File: src/rtl/qupls4_agen_seq.sv
// Sequencing address generator for the Qupls4 load/store unit.
// Emits one registered effective address per cycle; splits line-crossing accesses into two beats.
module qupls4_agen_seq #(
    parameter int AWID      = 64,
    parameter int LINE_BITS = 6,
    parameter int MAX_LANES = 64,
    parameter int LANE_W    = $clog2(MAX_LANES) + 1
) (
    input  logic              clk,
    input  logic              rst,
    input  logic              flush,
    input  logic              req_v,
    output logic              req_rdy,
    input  logic [1:0]        req_mode,
    input  logic [AWID-1:0]   req_base,
    input  logic [AWID-1:0]   req_ndx,
    input  logic [2:0]        req_sc,
    input  logic [AWID-1:0]   req_imm,
    input  logic [2:0]        req_size,
    input  logic [LANE_W-1:0] req_nlanes,
    output logic              out_v,
    input  logic              out_rdy,
    output logic [AWID-1:0]   out_addr,
    output logic [LANE_W-1:0] out_lane,
    output logic              out_split,
    output logic              out_last,
    output logic              out_err
);

    localparam int CW = LINE_BITS + 9;

    typedef enum logic [1:0] {
        ST_IDLE  = 2'd0,
        ST_GEN   = 2'd1,
        ST_SPLIT = 2'd2
    } state_t;

    state_t              state_reg, state_next;
    logic [AWID-1:0]     acc_reg, acc_next;
    logic [AWID-1:0]     stride_reg, stride_next;
    logic [LANE_W-1:0]   lane_reg, lane_next;
    logic [LANE_W-1:0]   last_lane_reg, last_lane_next;
    logic [2:0]          size_reg, size_next;
    logic                amo_reg, amo_next;

    logic                out_v_reg, out_v_next;
    logic [AWID-1:0]     out_addr_reg, out_addr_next;
    logic [LANE_W-1:0]   out_lane_reg, out_lane_next;
    logic                out_split_reg, out_split_next;
    logic                out_last_reg, out_last_next;
    logic                out_err_reg, out_err_next;

    logic                handshake;
    logic                cur_cross;
    logic                cur_last;
    logic                nxt_cross;
    logic                nxt_last;

    logic [AWID-1:0]     req_stride;
    logic                req_amo;
    logic                req_vec;
    logic [AWID-1:0]     req_acc;
    logic [LANE_W-1:0]   req_last_lane;

    // True when an access of 2^sz bytes at a spills past the end of its cache line.
    function automatic logic crosses(input logic [AWID-1:0] a, input logic [2:0] sz);
        logic [CW-1:0] off;
        off = CW'(a[LINE_BITS-1:0]) + (CW'(1) << sz);
        return off > (CW'(1) << LINE_BITS);
    endfunction

    function automatic logic misaligned(input logic [AWID-1:0] a, input logic [2:0] sz);
        return (a & ((AWID'(1) << sz) - AWID'(1))) != '0;
    endfunction

    function automatic logic [AWID-1:0] next_line(input logic [AWID-1:0] a);
        return {a[AWID-1:LINE_BITS], {LINE_BITS{1'b0}}} + (AWID'(1) << LINE_BITS);
    endfunction

    assign req_rdy   = (state_reg == ST_IDLE);
    assign handshake = out_v_reg && out_rdy;

    // Request decode; mode 3 falls through to the scalar path.
    always_comb begin
        req_stride    = req_ndx << req_sc;
        req_amo       = (req_mode == 2'd1);
        req_vec       = (req_mode == 2'd2);
        req_acc       = req_base + req_imm + req_stride;
        req_last_lane = '0;
        if (req_amo) begin
            req_acc = req_base;
        end else if (req_vec) begin
            req_acc = req_base + req_imm;
            if (req_nlanes != '0) begin
                req_last_lane = req_nlanes - LANE_W'(1);
            end
        end
    end

    always_comb begin
        state_next     = state_reg;
        acc_next       = acc_reg;
        stride_next    = stride_reg;
        lane_next      = lane_reg;
        last_lane_next = last_lane_reg;
        size_next      = size_reg;
        amo_next       = amo_reg;

        cur_cross = crosses(acc_reg, size_reg) && !amo_reg;
        cur_last  = (lane_reg == last_lane_reg);

        case (state_reg)
            ST_IDLE: begin
                if (req_v) begin
                    acc_next       = req_acc;
                    stride_next    = req_stride;
                    lane_next      = '0;
                    last_lane_next = req_last_lane;
                    size_next      = req_size;
                    amo_next       = req_amo;
                    state_next     = ST_GEN;
                end
            end
            ST_GEN: begin
                if (handshake) begin
                    if (cur_cross) begin
                        state_next = ST_SPLIT;
                    end else if (cur_last) begin
                        state_next = ST_IDLE;
                    end else begin
                        acc_next  = acc_reg + stride_reg;
                        lane_next = lane_reg + LANE_W'(1);
                    end
                end
            end
            ST_SPLIT: begin
                if (handshake) begin
                    if (cur_last) begin
                        state_next = ST_IDLE;
                    end else begin
                        acc_next   = acc_reg + stride_reg;
                        lane_next  = lane_reg + LANE_W'(1);
                        state_next = ST_GEN;
                    end
                end
            end
            default: state_next = ST_IDLE;
        endcase

        if (flush) begin
            state_next = ST_IDLE;
        end

        // Output registers are loaded with the beat the next state will present,
        // so a stalled beat simply recomputes to the same value.
        out_v_next     = 1'b0;
        out_addr_next  = out_addr_reg;
        out_lane_next  = out_lane_reg;
        out_split_next = out_split_reg;
        out_last_next  = out_last_reg;
        out_err_next   = out_err_reg;

        nxt_cross = crosses(acc_next, size_next) && !amo_next;
        nxt_last  = (lane_next == last_lane_next);

        if (state_next == ST_SPLIT) begin
            out_v_next     = 1'b1;
            out_addr_next  = next_line(acc_next);
            out_lane_next  = lane_next;
            out_split_next = 1'b1;
            out_last_next  = nxt_last;
            out_err_next   = 1'b0;
        end else if (state_next == ST_GEN) begin
            out_v_next     = 1'b1;
            out_addr_next  = acc_next;
            out_lane_next  = lane_next;
            out_split_next = 1'b0;
            out_last_next  = nxt_last && !nxt_cross;
            out_err_next   = amo_next && misaligned(acc_next, size_next);
        end
    end

    always_ff @(posedge clk or negedge rst) begin
        if (!rst) begin
            state_reg     <= ST_IDLE;
            acc_reg       <= '0;
            stride_reg    <= '0;
            lane_reg      <= '0;
            last_lane_reg <= '0;
            size_reg      <= '0;
            amo_reg       <= 1'b0;
            out_v_reg     <= 1'b0;
            out_addr_reg  <= '0;
            out_lane_reg  <= '0;
            out_split_reg <= 1'b0;
            out_last_reg  <= 1'b0;
            out_err_reg   <= 1'b0;
        end else begin
            state_reg     <= state_next;
            acc_reg       <= acc_next;
            stride_reg    <= stride_next;
            lane_reg      <= lane_next;
            last_lane_reg <= last_lane_next;
            size_reg      <= size_next;
            amo_reg       <= amo_next;
            out_v_reg     <= out_v_next;
            out_addr_reg  <= out_addr_next;
            out_lane_reg  <= out_lane_next;
            out_split_reg <= out_split_next;
            out_last_reg  <= out_last_next;
            out_err_reg   <= out_err_next;
        end
    end

    assign out_v     = out_v_reg;
    assign out_addr  = out_addr_reg;
    assign out_lane  = out_lane_reg;
    assign out_split = out_split_reg;
    assign out_last  = out_last_reg;
    assign out_err   = out_err_reg;

endmodule

File: config.mk
export PLATFORM = sky130hd
export DESIGN_NAME = qupls4_agen_seq
export DESIGN_NICKNAME = d
export VERILOG_FILES = /design/src/rtl/qupls4_agen_seq.sv
export SDC_FILE = /design/constraint.sdc
export NUM_CORES = 1
export LEC_CHECK = 0
export ABC_AREA = 1
export CAP_MARGIN = 5
export CORE_AREA = 2 2 235 284
export DETAILED_ROUTE_END_ITERATION = 10
export DIE_AREA = 0 0 237 286
export GPL_TIMING_DRIVEN = 0
export PLACE_DENSITY_LB_ADDON = 0.12
export SYNTH_ARGS = -nofsm -noshare
export SYNTH_HDL_FRONTEND = slang
export SYNTH_SLANG_ARGS = --single-unit
File: constraint.sdc
create_clock -name clk -period 13.7 [get_ports clk]
set_input_delay 1.37 -clock clk [delete_from_list [all_inputs] [get_ports clk]]
set_output_delay 1.37 -clock clk [all_outputs]
set_load 0.1 [all_outputs]
==> impl_metrics.prom <==
# TYPE chip_impl_metric gauge
chip_impl_info{name="outcome",value="finished clean"} 1
chip_impl_info{name="rsz0062_at_grt",value="false"} 1
chip_impl_metric{name="design.die.area",unit="mm²"} 0.0678
chip_impl_metric{name="global_route_usage_over_all_layers",unit=""} 0.474
chip_impl_metric{name="drt_wl_total",unit="µm"} 165000
chip_impl_metric{name="pin_count",unit=""} 288
chip_impl_metric{name="design.final.nets",unit=""} 6641
chip_impl_metric{name="actual_transition_at_the_worst_max_transition_pin",unit="ns"} 1.27
chip_impl_metric{name="design.core.area",unit="mm²"} 0.0651
chip_impl_metric{name="max-vdd-ir-drop",unit="mV"} 0.131
chip_impl_metric{name="gr-total-overflow",unit=""} 0
chip_impl_info{name="clock_tree_from_tritoncts",value="yes"} 1
chip_impl_info{name="synth.largest_area_cell",value="sky130_fd_sc_hd__nand2_1"} 1
chip_impl_info{name="crit_path_top_delay_cell",value="sky130_fd_sc_hd__nor3_1"} 1
chip_impl_info{name="timing.critical_path.from_type",value="input pin"} 1
chip_impl_metric{name="setup_violations",unit=""} 0
chip_impl_metric{name="period_share",unit=""} 0.609
chip_impl_metric{name="fmax",unit="GHz"} 0.120
chip_impl_metric{name="drt-initial-drc-count",unit=""} 3805
chip_impl_metric{name="timing.setup.tns",unit="ns"} 0
chip_impl_metric{name="clkLatencyLatePin",unit="ns"} 0.57
chip_impl_info{name="criticalPathCategory",value="in -> reg"} 1
chip_impl_metric{name="synthesis.area",unit="mm²"} 0.0323
chip_impl_metric{name="timing.critical_path.fanout_max",unit=""} 5
chip_impl_info{name="crit_path_frequent_cell",value="sky130_fd_sc_hd__nand2_1"} 1
chip_impl_metric{name="drt_pre_antenna_iters",unit=""} 6
chip_impl_metric{name="areaGrowthSynthToFinish",unit="%"} 14.4
chip_impl_metric{name="drv.max_cap_violation_count",unit=""} 0
chip_impl_metric{name="dp_hpwl",unit="µm"} 140000
chip_impl_metric{name="drtAntennaViolNets",unit=""} 0
chip_impl_metric{name="dieHeight",unit="µm"} 286
chip_impl_metric{name="synth_cells",unit=""} 5903
chip_impl_metric{name="met2_wirelength",unit="µm"} 74800
chip_impl_metric{name="edff_count_synth",unit=""} 0
chip_impl_metric{name="crit_required",unit="ns"} 14.14
chip_impl_metric{name="grt_start_max_net_pins",unit=""} 121
chip_impl_metric{name="place.port_buffers",unit=""} 287
chip_impl_metric{name="gp_congestion",unit=""} 1.11
chip_impl_metric{name="wl_met3",unit="µm"} 14900
chip_impl_metric{name="post_drt_via_cell_ratio",unit=""} 5.83
chip_impl_metric{name="htreeDepth",unit=""} 1
chip_impl_metric{name="initial_core_util",unit=""} 0.496
chip_impl_metric{name="critical-path-max-stage-delay",unit="ns"} 1.00
chip_impl_info{name="hold_class",value="reg -> reg"} 1
chip_impl_metric{name="power.density_cell_area",unit="mW/mm²"} 179
chip_impl_metric{name="yosys.area.top_type_share",unit=""} 0.257
chip_impl_info{name="clk_root_buffer_cell",value="sky130_fd_sc_hd__clkbuf_16"} 1
chip_impl_metric{name="grt_antenna_before_repair",unit=""} 4
chip_impl_metric{name="holdBufCountCts",unit=""} 0
chip_impl_metric{name="timing.final.max_slew_violations",unit=""} 0
chip_impl_metric{name="synthesis.yosys.warnings",unit=""} 0
chip_impl_metric{name="timing.final.crit_period",unit="ns"} 8.34
chip_impl_info{name="post-synth-top-count-cell",value="sky130_fd_sc_hd__nand2_1"} 1
chip_impl_metric{name="critical_path.n_buffers_inverters",unit=""} 5
chip_impl_metric{name="grt_pass1_vias",unit=""} 39900
chip_impl_metric{name="ctsLongestPathBuffers",unit=""} 3
chip_impl_info{name="yosys-top-cells-count",value="sky130_fd_sc_hd__nand2_1 (2208), sky130_fd_sc_hd__inv_1 (883), sky130_fd_sc_hd__nor2_1 (615)"} 1
chip_impl_metric{name="p_leak",unit="nW"} 19.7
chip_impl_metric{name="drc",unit=""} 0
chip_impl_metric{name="core.rowCount",unit=""} 103
chip_impl_metric{name="finalHoldViolations",unit=""} 0
chip_impl_metric{name="ys_types",unit=""} 60
chip_impl_metric{name="synthesis.area_per_instance",unit="µm²"} 5.47
chip_impl_metric{name="post_cts_resized",unit=""} 0
chip_impl_metric{name="met1_length",unit="µm"} 55700
chip_impl_metric{name="drive_gt1_frac",unit=""} 0.0279
chip_impl_metric{name="synth_net_count",unit=""} 6329
chip_impl_metric{name="numCtsBuffers",unit=""} 21
chip_impl_info{name="worstSetupEndpointType",value="flip-flop"} 1
chip_impl_metric{name="finish.utilization",unit=""} 0.567
chip_impl_info{name="top_signal_layer_used",value="met5"} 1
chip_impl_metric{name="cp.arrival",unit="ns"} 8.78
chip_impl_metric{name="worst_clock_skew",unit="ns"} 0.0217
chip_impl_info{name="ys_top_cells_by_area",value="sky130_fd_sc_hd__nand2_1 (26%), sky130_fd_sc_hd__dfrtp_1 (17%), sky130_fd_sc_hd__inv_1 (10%)"} 1
chip_impl_metric{name="route.vias.total",unit=""} 41200
chip_impl_info{name="ys.flop_type",value="sky130_fd_sc_hd__dfrtp_1"} 1
chip_impl_metric{name="fp.dieW",unit="µm"} 237
chip_impl_info{name="critical-path-top-delay-family",value="simple AND/OR/NAND/NOR gates"} 1
chip_impl_metric{name="routedWlPerCell",unit="µm"} 23.3
chip_impl_metric{name="cts.reportedPaths.clkPinSlew",unit="ns"} 0.07
chip_impl_metric{name="sink_count",unit=""} 223
chip_impl_metric{name="cts_setup_buffers",unit=""} 0
chip_impl_metric{name="grt_pass1_wl",unit="µm"} 238000
chip_impl_metric{name="yosys_register_bits",unit=""} 223
chip_impl_metric{name="maxSlewHeadroom",unit=""} 0.145
chip_impl_metric{name="asyncSetResetFlopFracSynth",unit=""} 1.00
chip_impl_metric{name="synth-seq-area-share",unit=""} 0.173
[per-layer routing]
| layer | vias up | global-route usage |
|---|---|---|
| li1 | 19400 | - |
| met1 | 18700 | 0.492 |
| met2 | 2342 | 0.793 |
| met3 | 783 | 0.0918 |
| met4 | 2 | 0.471 |
| met5 | - | 0 |
[layout by cell type, fill, tap and decap left out, drive strengths merged, types with 4 or more instances in the layout]
master	netlist	final
dfrtp	223	223
a31oi	12	12
o221ai	5	5
xor2	63	63
a21oi	261	261
nor3b	6	6
o21ai	296	296
o2111ai	6	6
nand3	568	568
and2	21	21
nand2	2229	2229
clkdlybuf4s50	0	286
or2	14	14
clkinv	2	5
xnor2	21	21
nand4	99	99
fa	5	5
o21bai	38	38
buf	36	38
o22ai	13	13
inv	894	896
nor4	4	4
nor2	650	650
a21boi	9	9
ha	209	209
o211ai	13	13
a21o	10	10
nor3	43	43
clkbuf	72	100
o21a	11	11
mux2i	10	10
nand3b	42	42
[per-stage QoR]
| stage | power (mW) | cells | hold slack [ns] | instance area [µm²] | setup WS, ns |
|---|---|---|---|---|---|
| finish | 6.60 | 7069 | 0.481 | 36900 | 5.36 |
| global route | 7.00 | 7068 | 0.495 | 36900 | 5.60 |
| CTS | 6.42 | 7067 | 0.483 | 36900 | 5.88 |
| detailed placement | 5.78 | 7031 | 0.464 | 36200 | 5.33 |
| global placement | 5.72 | 7030 | 0.460 | 36200 | 1.90 |
| floorplan | 4.32 | 5903 | 0.446 | 32300 | 8.39 |
[path summary, 6_finish.rpt]
check / from / to / slack, ns / depth (start not counted)
max: req_base[34] / out_err / 5.36 / 31
min: out_addr[52] / out_addr[52] / 0.48 / 2
max reg2reg: size_reg[1] / out_last / 7.47 / 32
min reg2reg: out_addr[52] / out_addr[52] / 0.48 / 2
max in group asynchronous: rst / acc_reg[58] / 11.76 / 2
min in group asynchronous: rst / out_last / 0.82 / 1
[area by class of cell]
class,instances,area (µm²)
Clock buffer,27,588
Timing Repair Buffer,289,2910
Multi-Input combinational cell,4676,22900
Tap cell,840,1050
Buffer,108,468
Inverter,896,3360
Antenna cell,1,2.50
Fill cell,6873,28200
Clock inverter,9,100
Sequential cell,223,5580
[tightest hold or removal path: stages (launching register included)]
cell	delay, ns
sky130_fd_sc_hd__dfrtp_1	0.34
sky130_fd_sc_hd__nand2_1	0.05
sky130_fd_sc_hd__nand2_1	0.05
[power by group]
group / switching, mW / internal, mW
Clock: 0.299 / 0.326
Sequential: 0.212 / 0.901
Combinational: 3.53 / 1.33
Total: 4.04 / 2.56
[cells by family after synthesis]
kind of cell	after synthesis	share of synthesized area
and+or+nand+nor	3681	0.481
DFF	223	0.173
muxes	10	0.00310
adders and majority gates	214	0.0841
AOI/OAI and AO/OA	687	0.117
xor gates and xnor gates	84	0.0228
buffers and inverters	1004	0.119
Note: power is estimated with default switching activity, not from simulation.
